[src/rtl/risc_ctrl_seq.sv]
// Multi-cycle control sequencer for the 32-bit non-pipelined RISC datapath.
// Optional build macro: RISC_CTRL_ILLEGAL_TRAP_EN (opcodes 10..15 trap to HALT instead of acting as NOP).
module risc_ctrl_seq #(
    parameter int INSTR_CNT_W = 32
) (
    input  logic                   clk,
    input  logic                   reset_n,
    input  logic [3:0]             opcode,
    input  logic                   srctype,
    input  logic                   dsttype,
    input  logic [3:0]             ccode,
    input  logic [4:0]             psr,
    input  logic                   mem_ack,
    input  logic                   alu_done,
    output logic                   mem_req,
    output logic                   mem_we,
    output logic [1:0]             mem_asel,
    output logic                   ir_load,
    output logic                   pc_inc,
    output logic                   pc_load,
    output logic                   alu_start,
    output logic                   rf_we,
    output logic [1:0]             rf_wsel,
    output logic                   psr_we,
    output logic                   halted,
    output logic                   illegal,
    output logic [2:0]             state,
    output logic [INSTR_CNT_W-1:0] instr_count
);

    localparam logic [3:0] OP_NOP = 4'd0;
    localparam logic [3:0] OP_BRA = 4'd1;
    localparam logic [3:0] OP_LD  = 4'd2;
    localparam logic [3:0] OP_STR = 4'd3;
    localparam logic [3:0] OP_ADD = 4'd4;
    localparam logic [3:0] OP_MUL = 4'd5;
    localparam logic [3:0] OP_CMP = 4'd6;
    localparam logic [3:0] OP_SHF = 4'd7;
    localparam logic [3:0] OP_ROT = 4'd8;
    localparam logic [3:0] OP_HLT = 4'd9;

    localparam logic [1:0] WSEL_ALU = 2'd0;
    localparam logic [1:0] WSEL_IMM = 2'd1;
    localparam logic [1:0] WSEL_MEM = 2'd2;

    typedef enum logic [2:0] {
        S_IDLE   = 3'd0,
        S_FETCH  = 3'd1,
        S_DECODE = 3'd2,
        S_EXEC   = 3'd3,
        S_MEM    = 3'd4,
        S_WRITE  = 3'd5,
        S_HALT   = 3'd6
    } state_t;

    state_t     st;
    logic       mem_rd;     // MEM phase is a load read (otherwise a write)
    logic [1:0] wsel_q;
    logic       halted_q;
    logic       op_alu;
    logic       op_multi;
    logic       op_bad;
    logic       bra_taken;
    logic       retire;

    // psr = {NEG, ZERO, PARITY, EVEN, CARRY}
    always_comb begin
        op_alu   = opcode inside {OP_ADD, OP_MUL, OP_CMP, OP_SHF, OP_ROT};
        op_multi = (opcode == OP_MUL) || (opcode == OP_ROT);
        op_bad   = (opcode > OP_HLT);
        case (ccode)
            4'd0:    bra_taken = 1'b1;
            4'd1:    bra_taken = psr[0];
            4'd2:    bra_taken = psr[1];
            4'd3:    bra_taken = psr[2];
            4'd4:    bra_taken = psr[3];
            4'd5:    bra_taken = psr[4];
            default: bra_taken = 1'b0;
        endcase
    end

    // Outputs decode from the registered state plus live handshake inputs,
    // so a zero-wait ack completes a phase in the same cycle as the request.
    always_comb begin
        mem_req   = 1'b0;
        mem_we    = 1'b0;
        mem_asel  = 2'd0;
        ir_load   = 1'b0;
        pc_inc    = 1'b0;
        pc_load   = 1'b0;
        alu_start = 1'b0;
        rf_we     = 1'b0;
        rf_wsel   = 2'd0;
        psr_we    = 1'b0;
        retire    = 1'b0;
        case (st)
            S_FETCH: begin
                mem_req = 1'b1;
                ir_load = mem_ack;
                pc_inc  = mem_ack;
            end
            S_DECODE: begin
                if (opcode == OP_NOP) begin
                    retire = 1'b1;
                end else if (opcode == OP_BRA) begin
                    pc_load = bra_taken;
                    retire  = 1'b1;
                end else if (op_alu) begin
                    alu_start = 1'b1;
`ifndef RISC_CTRL_ILLEGAL_TRAP_EN
                end else if (op_bad) begin
                    retire = 1'b1;
`endif
                end
            end
            S_MEM: begin
                mem_req  = 1'b1;
                mem_we   = ~mem_rd;
                mem_asel = mem_rd ? 2'd1 : 2'd2;
                if (mem_ack && !mem_rd) begin
                    psr_we = 1'b1;
                    retire = 1'b1;
                end
            end
            S_WRITE: begin
                rf_we   = 1'b1;
                rf_wsel = wsel_q;
                psr_we  = 1'b1;
                retire  = 1'b1;
            end
            default: ;
        endcase
    end

    always_ff @(posedge clk or negedge reset_n) begin
        if (!reset_n) begin
            st          <= S_IDLE;
            mem_rd      <= 1'b0;
            wsel_q      <= WSEL_ALU;
            halted_q    <= 1'b0;
            instr_count <= '0;
        end else begin
            if (retire)
                instr_count <= instr_count + {{(INSTR_CNT_W-1){1'b0}}, 1'b1};
            case (st)
                S_IDLE:  st <= S_FETCH;
                S_FETCH: if (mem_ack) st <= S_DECODE;
                S_DECODE: begin
                    st <= S_FETCH;
                    if (opcode == OP_LD) begin
                        if (srctype) begin
                            wsel_q <= WSEL_IMM;
                            st     <= S_WRITE;
                        end else begin
                            mem_rd <= 1'b1;
                            st     <= S_MEM;
                        end
                    end else if (opcode == OP_STR) begin
                        mem_rd <= 1'b0;
                        st     <= S_MEM;
                    end else if (op_alu) begin
                        st <= S_EXEC;
                    end else if (opcode == OP_HLT) begin
                        halted_q <= 1'b1;
                        st       <= S_HALT;
`ifdef RISC_CTRL_ILLEGAL_TRAP_EN
                    end else if (op_bad) begin
                        halted_q <= 1'b1;
                        st       <= S_HALT;
`endif
                    end
                end
                S_EXEC: begin
                    if (!op_multi || alu_done) begin
                        if (dsttype) begin
                            mem_rd <= 1'b0;
                            st     <= S_MEM;
                        end else begin
                            wsel_q <= WSEL_ALU;
                            st     <= S_WRITE;
                        end
                    end
                end
                S_MEM: begin
                    if (mem_ack) begin
                        if (mem_rd) begin
                            wsel_q <= WSEL_MEM;
                            st     <= S_WRITE;
                        end else begin
                            st <= S_FETCH;
                        end
                    end
                end
                S_WRITE: st <= S_FETCH;
                S_HALT:  st <= S_HALT;
                default: st <= S_IDLE;
            endcase
        end
    end

`ifdef RISC_CTRL_ILLEGAL_TRAP_EN
    logic illegal_q;

    always_ff @(posedge clk or negedge reset_n) begin
        if (!reset_n)
            illegal_q <= 1'b0;
        else if (st == S_DECODE && op_bad)
            illegal_q <= 1'b1;
    end

    assign illegal = illegal_q;
`else
    assign illegal = 1'b0;
`endif

    assign halted = halted_q;
    assign state  = st;

endmodule

[config.mk]
export PLATFORM = sky130hd
export DESIGN_NAME = risc_ctrl_seq
export DESIGN_NICKNAME = d
export VERILOG_FILES = /design/src/rtl/risc_ctrl_seq.sv
export SDC_FILE = /design/constraint.sdc
export NUM_CORES = 1
export LEC_CHECK = 0
export BUFFER_PORTS_ARGS = -buffer_cell sky130_fd_sc_hd__clkbuf_2
export CAP_MARGIN = 15
export CORE_MARGIN = 5
export CORE_UTILIZATION = 50
export CTS_CLUSTER_DIAMETER = 120
export DETAILED_ROUTE_END_ITERATION = 6
export PLACE_DENSITY = 0.78
export SLEW_MARGIN = 30
export SYNTH_ARGS = -nofsm -noshare
export SYNTH_HDL_FRONTEND = slang
export SYNTH_SLANG_ARGS = --single-unit
[constraint.sdc]
create_clock -name clk -period 1.9 [get_ports clk]
set_input_delay 0.095 -clock clk [delete_from_list [all_inputs] [get_ports clk]]
set_output_delay 0.095 -clock clk [all_outputs]
set_load 0.01 [all_outputs]
==> results summary <==
The maximum level of the CTS H-tree is 2. Sorting the synthesized cells by area gives the leading types as sky130_fd_sc_hd__dfrtp_1, sky130_fd_sc_hd__xnor2_1, sky130_fd_sc_hd__xor2_1, sky130_fd_sc_hd__and3_1, sky130_fd_sc_hd__nand4_1. Internal power comes to about 1.8 mW. Of all nets on the critical path, the largest fanout is 12. The proportion of synthesized chip area in sequential cells came out at around 45%. The end of the worst register-to-register path is instr_count[23]$_DFFE_PN0P_. The layout cell share with drive strength beyond 1 is between 30% and 40%. Setup violations remaining at the end of the flow were counted as 0. The routed length on met3 is approximately 330 um. Entering global routing, the biggest net connects 25 pins.

Across all layers, the routed design uses about 1,900 vias. The area growth from synthesis to final layout came out at 24.3%. The combinational share of power came out at about a third.

The share of total power dissipated in the clock network is 26.3%. Synthesis inferred 39 register bits. The cell depth of the worst min-delay path is 2. The final antenna diode count came out at 0.

The highest metal layer carrying signal wires in the routed design is met4. The class of the worst hold path is input pin to register. The number of vias per cell came out at 5.40. STA classifies the critical path endpoint as a primary output. The worst hold path begins at srctype.

Clock-pin slew was measured on the worst setup and hold paths at ~80 ps. The area fraction of the dominant cell type after synthesis came out at approximately 45%. The clock insertion delay at the later pin of the skew report came out at roughly 300 ps.

The part of the cycle the worst path needs came out at a little over nine tenths. The required time of the critical path is about 1800 ps. In the synthesized netlist the dominant register cell turns out to be sky130_fd_sc_hd__dfrtp_1. The chip height came out at around 76 um. Leaving out fill and tap cells, the most frequent cell in the layout is sky130_fd_sc_hd__clkbuf_2.

The total length of routed met2 wires came out at 2.23 mm. The iteration-0 DRC count of the detailed router came out at 40. In this run the power spent charging and discharging nets is 952 uW. The design draws between 2 and 3 mW.

Synthesis produced a netlist with a net count of approximately 240. The cell count after synthesis came out at ~220. The number of antenna violations at the first check in global routing is 0.

The top cell types in the final layout, fill and taps aside, are sky130_fd_sc_hd__clkbuf_2, sky130_fd_sc_hd__dfrtp_1, sky130_fd_sc_hd__xnor2_1. The startpoint identified for the worst register-to-register timing path is instr_count[2]$_DFFE_PN0P_. The final count of pins violating max slew is 0.

The switching share of total power came out at roughly a third. Of all cell types, the one taking the most synthesized area is sky130_fd_sc_hd__dfrtp_1. The number of I/O port buffers came out at 66. The combined global-route utilization of all metal layers is between 15 and 20%. The synthesized netlist contains 47 unique library cells.

VDD sags by at most between 0.5 and 0.6 mV. The leakage power total came out at between 1 and 1.5 nW. The number of I/O pins came out at between 60 and 70. The sum of net half-perimeters after detailed placement is approximately 3.7 mm. The area of the core came out at 4290 um2. The arrival time of data at the critical path endpoint came out at around 1700 ps. For this block, the routed nets add up to roughly 4.8 mm of wire. The shortest period the worst path allows is between 1500 and 2000 ps. The average detailed-routed wire length per instance is 14.0 um.

The critical path starts at state[0]$_DFFE_PN0P_. The worst setup path is of the register to primary output kind. The number of enable-type register cells in the synthesized netlist is 0. The total clock buffers created by CTS is 5. The first-pass detailed-route iteration total came out at 4. The fill cell instance count of the final layout came out at around 380.

The relative contribution of sequential cells to total power is between 40% and 50%. The initial utilization of the core area, before any placement, comes to between 50% and 60%. The average footprint of a synthesized cell is 9.97 um2.

The number of global-route vias before repair is around 1,800. The setup TNS came out at 0 ps. The floorplan has 24 rows. The die outline area is just under 6000 um2. The post-route DRC violation count came out at 0. Measured against its own limit, the worst slew margin works out to about three fifths. In the final routing, the length of wire on met1 measures around 2.2 mm. The leftover overflow at the end of global routing came out at 0. The slack of the worst reg-to-reg path is between 150 and 200 ps. The worst hold-check slack is between 10 and 15 ps. The first global-routing pass estimated about 8.3 mm of wire. Routability-driven placement finished with a final weighted congestion of between 0.9 and 1.

The proportion of register bits with asynchronous set or reset after synthesis is 100%. In this run the worst setup path terminates at ir_load. The measured slew at the worst slew-check pin is between 500 and 600 ps. The deepest clock path buffer count is 2. The combined area of all synthesized cells is around 2200 um2.

The CTS root buffer is sky130_fd_sc_hd__clkbuf_8. Clock tree synthesis found a total of 39 sinks. The logic depth of the worst register-to-register path is 5. The clock tree from TritonCTS is yes. From left edge to right edge, the die measures ~76 um. The final antenna-violating net count is 0.

Setup repair after global routing left no endpoint under its margin. The flow ran to the end, and the final reports show no timing, DRC or antenna violations. Max-cap violations in this run came to 0. The largest clock skew in the final design came out at roughly 6.0 ps.

The total of warnings raised by yosys came out at 0. The number of hold violations in the final report was 0. For this design the ratio of total power to cell area is between 1000 and 1500 nW/um2. The net total in the final layout is 310. The highest clock rate is ~560 MHz. STA classifies the critical path startpoint as a register.
## through the flow
step / utilization (%) / cells / setup slack, ps / cell area (um2)
2_1_floorplan: - / 218 / 249 / 2170
3_3_place_gp: 59.8 / 334 / 225 / 2570
3_5_place_dp: 59.8 / 334 / 183 / 2570
4_1_cts: 62.9 / 343 / 93.0 / 2700
5_1_grt: 62.9 / 343 / 5.20 / 2700
6_report: 62.9 / 343 / 109 / 2700
## cells by family after synthesis
family,share of synthesized area (%)
compound gates,12.4
xor+xnor,12.9
fa+ha+maj,0.576
buf+inv,3.86
flops,44.9
mux,1.55
other cells,0.173
simple gates,23.7
## metal layers
| layer | vias up | GRT usage, % |
|---|---|---|
| li1 | 920 | - |
| met1 | 872 | 21.8 |
| met2 | 54 | 27.5 |
| met3 | 5 | 6.04 |
| met4 | 0 | 4.80 |
| met5 | - | 0 |
## Yosys cell counts (3+ instances only)
cell type,n
sky130_fd_sc_hd__a211oi_1,3
sky130_fd_sc_hd__a21oi_1,4
sky130_fd_sc_hd__a31oi_1,3
sky130_fd_sc_hd__and3_1,11
sky130_fd_sc_hd__and4_1,4
sky130_fd_sc_hd__buf_4,4
sky130_fd_sc_hd__clkbuf_1,3
sky130_fd_sc_hd__dfrtp_1,39
sky130_fd_sc_hd__inv_1,9
sky130_fd_sc_hd__mux2_2,3
sky130_fd_sc_hd__nand2_1,18
sky130_fd_sc_hd__nand2b_1,3
sky130_fd_sc_hd__nand3_1,8
sky130_fd_sc_hd__nand3b_1,3
sky130_fd_sc_hd__nand4_1,11
sky130_fd_sc_hd__nor2_1,14
sky130_fd_sc_hd__nor2b_1,5
sky130_fd_sc_hd__nor3_1,4
sky130_fd_sc_hd__o21ai_0,5
sky130_fd_sc_hd__xnor2_1,19
sky130_fd_sc_hd__xor2_1,13
## layout make-up
class                           instances  area (um2)  area share (%)
Clock buffer                            6        82.6            3.06
Timing Repair Buffer                   73         385            14.3
Sequential cell                        39         976            36.1
Multi-Input combinational cell        161        1120            41.5
Clock inverter                          2        35.0            1.30
Inverter                               10        37.5            1.39
Tap cell                               52        65.1            2.41
## timing repair
item,4_1_cts,5_1_grt
buffers inserted,0,0
resized for setup,1,0
hold buffers,1,0
setup endpoints to repair,2,0
hold endpoints to repair,22,0
## registers in the layout, summed over array words and instances (netlist names)
| register | count |
|---|---|
| halted | 1 |
| instr_count | 32 |
| mem_rd | 1 |
| state | 3 |
| wsel_q | 2 |
## power groups by stage
stage | Clock (mW) | Combinational [mW] | Sequential [mW]
global placement | 0 | 0.909 | 1.10
global route | 0.778 | 1.03 | 1.11
floorplan | 0 | 0.578 | 1.12
CTS | 0.734 | 0.930 | 1.09
finish | 0.716 | 0.920 | 1.09
detailed placement | 0 | 0.918 | 1.11
## how the worst min path moves through the flow
stage	slack, ps	endpoint
2_1_floorplan	-200	halted$_DFFE_PN0P_
3_3_place_gp	120	instr_count[28]$_DFFE_PN0P_
3_5_place_dp	120	instr_count[30]$_DFFE_PN0P_
4_1_cts	10	mem_rd$_DFFE_PN0P_
5_1_grt	30	mem_rd$_DFFE_PN0P_
6_report	10	mem_rd$_DFFE_PN0P_
## critical path, cell delays in order (launching register included)
cell and delay (ps):
sky130_fd_sc_hd__dfrtp_1 480, sky130_fd_sc_hd__buf_4 230, sky130_fd_sc_hd__inv_1 110, sky130_fd_sc_hd__nor4_2 370, sky130_fd_sc_hd__clkbuf_2 200
Note: power is estimated with default switching activity, not from simulation.
